### src/rtl/hamming_pkg.sv
// Shared sizing helpers for the streaming Hamming encoder.
// Defining HAMMING_SECDED_EN adds an overall-parity MSB to every segment codeword.
package hamming_pkg;

`ifdef HAMMING_SECDED_EN
  localparam bit SecdedEn = 1'b1;
`else
  localparam bit SecdedEn = 1'b0;
`endif

  // Smallest r with 2^r >= seg_w + r + 1.
  function automatic int unsigned hamming_r(input int unsigned seg_w);
    int unsigned r;
    r = 1;
    while ((32'd1 << r) < seg_w + r + 1) r = r + 1;
    return r;
  endfunction

  function automatic int unsigned hamming_cw_w(input int unsigned seg_w, input bit secded);
    return seg_w + hamming_r(seg_w) + (secded ? 32'd1 : 32'd0);
  endfunction

  function automatic bit is_pow2(input int unsigned p);
    return (p != 0) && ((p & (p - 1)) == 0);
  endfunction

  // Data positions (1-based p, stored at bit p-1) covered by the parity bit at 2^j.
  function automatic logic [63:0] parity_mask(input int unsigned j, input int unsigned w);
    logic [63:0] m;
    m = '0;
    for (int unsigned p = 1; p <= w; p++) begin
      if (!is_pow2(p) && (((p >> j) & 32'd1) != 0)) m = m | (64'd1 << (p - 1));
    end
    return m;
  endfunction

endpackage

### src/rtl/hamming_seg_enc.sv
// Combinational Hamming encoder for one SEG_W-bit segment.
// With HAMMING_SECDED_EN the codeword gains an overall even-parity MSB.
module hamming_seg_enc
  import hamming_pkg::*;
#(
  parameter int unsigned SEG_W = 4,
  localparam int unsigned CW_W = hamming_cw_w(SEG_W, SecdedEn)
) (
  input  logic [SEG_W-1:0] data_i,
  output logic [CW_W-1:0]  code_o
);

  localparam int unsigned HamW = SEG_W + hamming_r(SEG_W);

  logic [HamW-1:0] dpos;
  logic [HamW-1:0] ham;

  for (genvar p = 1; p <= HamW; p++) begin : g_pos
    if (is_pow2(p)) begin : g_par
      localparam logic [63:0] Mask = parity_mask($clog2(p), HamW);
      assign dpos[p-1] = 1'b0;
      assign ham[p-1]  = ^(dpos & Mask[HamW-1:0]);
    end else begin : g_dat
      // Non-power-of-2 position p carries data bit p-1-ceil(log2(p)).
      assign dpos[p-1] = data_i[p-1-$clog2(p)];
      assign ham[p-1]  = dpos[p-1];
    end
  end

`ifdef HAMMING_SECDED_EN
  assign code_o = {^ham, ham};
`else
  assign code_o = ham;
`endif

endmodule

### src/rtl/hamming_stream_enc.sv
// Two-stage valid/ready Hamming encoder: S1 holds the raw word, S2 the encoded word.
// HAMMING_SECDED_EN selects the SECDED codeword format (see hamming_pkg).
module hamming_stream_enc
  import hamming_pkg::*;
#(
  parameter int unsigned DATA_W = 16,
  parameter int unsigned SEG_W  = 4,
  parameter int unsigned CNT_W  = 16,
  localparam int unsigned CW_W  = hamming_cw_w(SEG_W, SecdedEn),
  localparam int unsigned OUT_W = (DATA_W / SEG_W) * CW_W
) (
  input  logic              i_SCLK,
  input  logic              i_RESET,
  input  logic [DATA_W-1:0] i_DATA,
  input  logic              i_VALID,
  output logic              o_READY,
  output logic [OUT_W-1:0]  o_DATA,
  output logic              o_VALID,
  input  logic              i_READY,
  input  logic              i_CNT_CLR,
  output logic [CNT_W-1:0]  o_WORD_CNT
);

  localparam int unsigned NumSeg = DATA_W / SEG_W;

  if ((DATA_W % SEG_W) != 0) begin : g_bad_data_w
    $error("DATA_W must be an integer multiple of SEG_W");
  end
  if (SEG_W < 2 || SEG_W > 57) begin : g_bad_seg_w
    $error("SEG_W must lie in 2..57");
  end

  logic              s1_v_q, s1_v_d;
  logic [DATA_W-1:0] s1_data_q, s1_data_d;
  logic              s2_v_q, s2_v_d;
  logic [OUT_W-1:0]  s2_data_q, s2_data_d;
  logic [CNT_W-1:0]  cnt_q, cnt_d;
  logic [OUT_W-1:0]  enc;
  logic              s1_load, s2_load, in_hs, out_hs;

  for (genvar k = 0; k < NumSeg; k++) begin : g_seg
    hamming_seg_enc #(
      .SEG_W (SEG_W)
    ) u_seg_enc (
      .data_i (s1_data_q[k*SEG_W +: SEG_W]),
      .code_o (enc[k*CW_W +: CW_W])
    );
  end

  // Ready ripples back combinationally from i_READY so a full pipe never bubbles.
  assign s2_load = ~s2_v_q | i_READY;
  assign s1_load = ~s1_v_q | s2_load;
  assign in_hs   = i_VALID & s1_load;
  assign out_hs  = s2_v_q & i_READY;

  always_comb begin
    s1_v_d    = s1_v_q;
    s1_data_d = s1_data_q;
    s2_v_d    = s2_v_q;
    s2_data_d = s2_data_q;
    cnt_d     = cnt_q;
    if (s1_load) begin
      s1_v_d = i_VALID;
      if (in_hs) s1_data_d = i_DATA;
    end
    if (s2_load) begin
      s2_v_d = s1_v_q;
      if (s1_v_q) s2_data_d = enc;
    end
    if (i_CNT_CLR) begin
      cnt_d = '0;
    end else if (out_hs) begin
      cnt_d = cnt_q + CNT_W'(1);
    end
  end

  always_ff @(posedge i_SCLK) begin
    if (i_RESET) begin
      s1_v_q    <= 1'b0;
      s1_data_q <= '0;
      s2_v_q    <= 1'b0;
      s2_data_q <= '0;
      cnt_q     <= '0;
    end else begin
      s1_v_q    <= s1_v_d;
      s1_data_q <= s1_data_d;
      s2_v_q    <= s2_v_d;
      s2_data_q <= s2_data_d;
      cnt_q     <= cnt_d;
    end
  end

  assign o_READY    = s1_load;
  assign o_DATA     = s2_data_q;
  assign o_VALID    = s2_v_q;
  assign o_WORD_CNT = cnt_q;

endmodule

### config.mk
export PLATFORM = sky130hd
export DESIGN_NAME = hamming_stream_enc
export DESIGN_NICKNAME = d
export VERILOG_FILES = /design/src/rtl/hamming_pkg.sv /design/src/rtl/hamming_seg_enc.sv /design/src/rtl/hamming_stream_enc.sv
export SDC_FILE = /design/constraint.sdc
export NUM_CORES = 1
export LEC_CHECK = 0
export BUFFER_PORTS_ARGS = -buffer_cell sky130_fd_sc_hd__buf_2
export CORE_AREA = 2 2 66 130
export DETAILED_ROUTE_END_ITERATION = 8
export DIE_AREA = 0 0 68 132
export PLACE_DENSITY_LB_ADDON = 0.2
export SYNTH_ARGS = -nofsm -noshare
export SYNTH_HDL_FRONTEND = slang
export SYNTH_SLANG_ARGS = --single-unit
export TNS_END_PERCENT = 50
### constraint.sdc
create_clock -name i_SCLK -period 1.8 [get_ports i_SCLK]
set_input_delay 0.18 -clock i_SCLK [delete_from_list [all_inputs] [get_ports i_SCLK]]
set_output_delay 0.18 -clock i_SCLK [all_outputs]
set_load 0.01 [all_outputs]
# == After elaboration in Yosys (flattened, before gate mapping) ==
# Index checks and enable logic that the tools add are counted.
# op_classes
n_addsub,1
reduce_logical,15
bitwise,6
# ops
op,n
XOR reduction 7 bit,12
adder 16 x 1 -> 16 bit (second input constant),1
AND reduction 2 bit,2
AND 1 bit,2
inverter 1 bit,2
OR 1 bit,2
OR reduction 2 bit,1
# totals
in_bits,21
reg_bits,62
wordCells,27
out_inout_bits,46

# == Logic depth before layout (Yosys ltp) ==
# depth
word_depth,5
mapped_depth,6

# == Hierarchy ==
# Synthesis repeated with hierarchy kept, for this count alone.
# hier_totals
hier_cells,312
hier_area_um2,2763.9
# by_module_without_submodules
module,seq_area_each_um2,n_inst,cells_each,area_per_inst_um2
hamming_stream_enc,1241.2,1,284,2328.5
hamming_seg_enc,0.0,4,7,108.9

# == Worst setup path before layout ==
# No wires, ideal clock.
# synth_timing
path_type,reg-to-reg
from,"register cnt_q[3], in the netlist o_WORD_CNT[3]"
to,"register cnt_q[15], in the netlist o_WORD_CNT[15]"
n_path_buf,0
stages_incl_launch_ff,5
setup_time_ns,0.070
arrival_time_ns,1.481
synth_period_minus_slack_ns,1.551
path_slack_ns,0.249
cell_sequence,dfxtp_1 -> nand3_2 -> or3_4 -> or3_1 -> a21oi_1
# synth_between
elab_chain_cells,1
# synth_rtl
item,line,rtl
start: declaration,hamming_stream_enc.sv:37,"logic [CNT_W-1:0] cnt_q, cnt_d;"
start signal: assignment,hamming_stream_enc.sv:89,cnt_q <= cnt_d;
adder 16 x 1 -> 16 bit,hamming_stream_enc.sv:73,cnt_d = cnt_q + CNT_W'(1);
# No other way between the ends.
# A chain may end at the register's enable or synchronous reset.

# == Worst setup path after layout ==
# layout_timing
from,"register cnt_q[5], in the netlist o_WORD_CNT[5]"
to,"register cnt_q[15], in the netlist o_WORD_CNT[15]"
# Same word-level chain as after synthesis.

==> impl_metrics.toml <==
[global_route]
overflow = 0
antenna_found_initial = 0
grt_max_degree = 47
grt_first_pass_wirelength_mm = 10.1
globalRouteTotalUtil_pct = 15.1
grt_pass1_vias = 2189

[pwr]
power.internal_mw = 2.57
power.share.combinational_pct = 7.7
netSwitchingFraction_pct = 22.8
finalPower_mw = 3.33
power.density_cell_area_nw_per_um2 = 1030
power.sequential.fraction_pct = 43.9
p_leak_nw = 1.30
ir_drop_uv = 458
clock_share_of_power_pct = 48.4
power.switching_mw = 0.760

[clock_network]
clk_latency_ns = 0.32
cts_inserted_buffers = 9
tritoncts = "done"
cts.clk_slew.worst_paths_ns = 0.05
clk_root_buffer_cell = "sky130_fd_sc_hd__clkbuf_16"
tritoncts_num_sinks = 62
cts_max_level = 3
cts_hold_buffers = 0
clock_path_buffers = 2

[die]
num_rows = 46
fp.dieArea_um2 = 8980
dieWidth_um = 68
top_level_ports = 67
initial_core_util_pct = 31.5
die_height_um = 132
fp.coreArea_um2 = 7940

[yosys]
ys_seq_elements = 62
syn-instance-count = 307
mappedNetlistArea_um2 = 2500
yosysTopAreaCell = "sky130_fd_sc_hd__dfxtp_1"
postSynth.topFlopCell = "sky130_fd_sc_hd__dfxtp_1"
ys.warnings.count = 0
synth.top_cells.by_count = "81 x sky130_fd_sc_hd__nand2_1, 62 x sky130_fd_sc_hd__dfxtp_1, 52 x sky130_fd_sc_hd__a21oi_1"
netlist-cell-type-count = 31
synth_top_cell_area_share_pct = 49.7
post_synth.cell_area_avg_um2 = 8.14
synth_edf_count = 0
synth_async_sr_flop_share_pct = 0
synth_nets = 329
yosys-top-cells-area = "sky130_fd_sc_hd__dfxtp_1 50%, sky130_fd_sc_hd__nand2_1 12%, sky130_fd_sc_hd__a21oi_1 10%"
synth_sequential_area_ratio_pct = 49.7
yosysMostFrequentCell = "sky130_fd_sc_hd__nand2_1"

[timing]
worst_hold_slack_ns = 0.103
timing.final.hold_violations = 0
final.min_clock_period_ns = 1.64
finalWorstSetupSlack_ns = 0.165
setup_viol = 0
pins_over_their_slew_limit = 0
max_slew.worst_pin.slew_ns = 0.477
max_slew_margin_pct = 68.2
rsz0062_at_grt = "false"
clock.fmax_mhz = 612
clock_skew_ns = 0.00517
tns_ns = 0
crit_share_post_route_pct = 90.8

[setup_path]
crit_path_max_fanout = 6
reg2reg_setup_slack_ns = 0.16
critical-path-top-delay-family = "simple AND/OR/NAND/NOR gates"
critPathMaxStageDelay_ns = 0.45
critPathRequiredTime_ns = 2.06
critical_path_arrival_ns = 1.89
setup.worst_path.end_class = "flip-flop"
worst-path-buf-inv = 0
critical_path_class = "flip-flop to flip-flop"
cells_traversed_along_the_worst_timing_path = "nand3_1, or3_4, or3_1, a21oi_1"
critPathLaunchType = "flip-flop"
cp_slowest_cell = "sky130_fd_sc_hd__or3_4"

[run_status]
outcome = "completed"

[layout]
drive_gt1_share_pct = 24.7
fin_util_pct = 40.7
layout.nets = 397
final_area_um2 = 3230
instances_no_fill = 476
antennaDiodeCount = 0
layout-area-overhead-vs-synth_pct = 29.4

[route]
routed_wirelength_mm = 6.07
drt-wirelength-per-cell_um = 12.8
ant_nets = 0
vias = 2224
detail_route.drc_violations = 0
drt_iter0_markers = 56
detail_route.vias_per_cell = 4.67
first_pass_iters = 4

[place]
dp_slack_ns = 0.152
dpl.hpwl_mm = 4.33
cell_count_after_placement = 460
routabilityCongestion = 0.712
dpl_cell_area_um2 = 2940
io_buffers = 66

[job]
drv_cap = 0

[hold_path]
min-delay-path-class = "primary input to flip-flop"
power by group through the flow:
stage	Sequential [mW]	Clock [mW]	Combinational, mW
floorplan	1.50	0	0.162
global placement	1.49	0	0.260
detailed placement	1.49	0	0.262
CTS	1.46	1.67	0.263
global route	1.47	1.72	0.291
finish	1.46	1.61	0.256
cell type report:
class	count	area, um^2
inverter	6	22.5
sequential	62	1240
clock inverter	3	17.5
multi-input combinational	223	1180
fill	845	4710
clock buffer	13	270
tap	96	120
timing repair buffer	73	383
state kept, by name, indices dropped and copies added (netlist names):
register / cells
o_VALID: 1
s1_data_q: 16
o_DATA: 28
o_WORD_CNT: 16
s1_v_q: 1
layout by cell type (no fill, tap or decap), drive strengths merged, types with 2 or more instances in the layout:
| cell type | netlist | routed |
|---|---|---|
| o21ai | 3 | 3 |
| inv | 6 | 6 |
| dfxtp | 62 | 62 |
| nand4 | 2 | 2 |
| buf | 5 | 73 |
| clkinv | 0 | 2 |
| a21oi | 52 | 52 |
| nor4 | 3 | 3 |
| nand2 | 81 | 81 |
| clkbuf | 11 | 13 |
| nand3 | 22 | 22 |
| nor3 | 3 | 3 |
| nor2 | 12 | 12 |
| xnor2 | 28 | 28 |
| or3 | 5 | 5 |
worst reg2reg max path, cell delays in order (launching register included):
cell and delay [ns]:
sky130_fd_sc_hd__dfxtp_1 0.40, sky130_fd_sc_hd__nand3_1 0.23, sky130_fd_sc_hd__or3_4 0.45, sky130_fd_sc_hd__or3_1 0.35, sky130_fd_sc_hd__a21oi_1 0.13
what timing repair did:
| action | in CTS | in global routing |
|---|---|---|
| gates resized for setup | 0 | 1 |
| setup endpoints to repair | 0 | 1 |
| endpoints found under the hold margin | 0 | 0 |
| buffers inserted | 0 | 0 |
routing by layer:
layer | GRT usage (%) | vias up | wire [um]
li1 | - | 1151 | -
met1 | 14.9 | 1013 | 2340
met2 | 26.9 | 52 | 3290
met3 | 4.36 | 8 | 324
met4 | 8.00 | 0 | 119
met5 | 0 | - | 0
worst paths after layout:
check        cells past startpoint          start        endpoint
max                              4  o_WORD_CNT[5]  o_WORD_CNT[15]
min                              3     i_DATA[15]   s1_data_q[15]
max reg2reg                      4  o_WORD_CNT[5]  o_WORD_CNT[15]
min reg2reg                      2     o_DATA[15]      o_DATA[15]
cells by family after synthesis:
logic type	synth area share [%]
AO/OA/AOI/OAI	12.3
flip-flops	49.7
adder cells (fa/ha/maj)	0.501
XOR/XNOR	10.2
buffers and inverters	3.41
AND/OR/NAND/NOR	24.0
(Power assumes the default switching activity.)
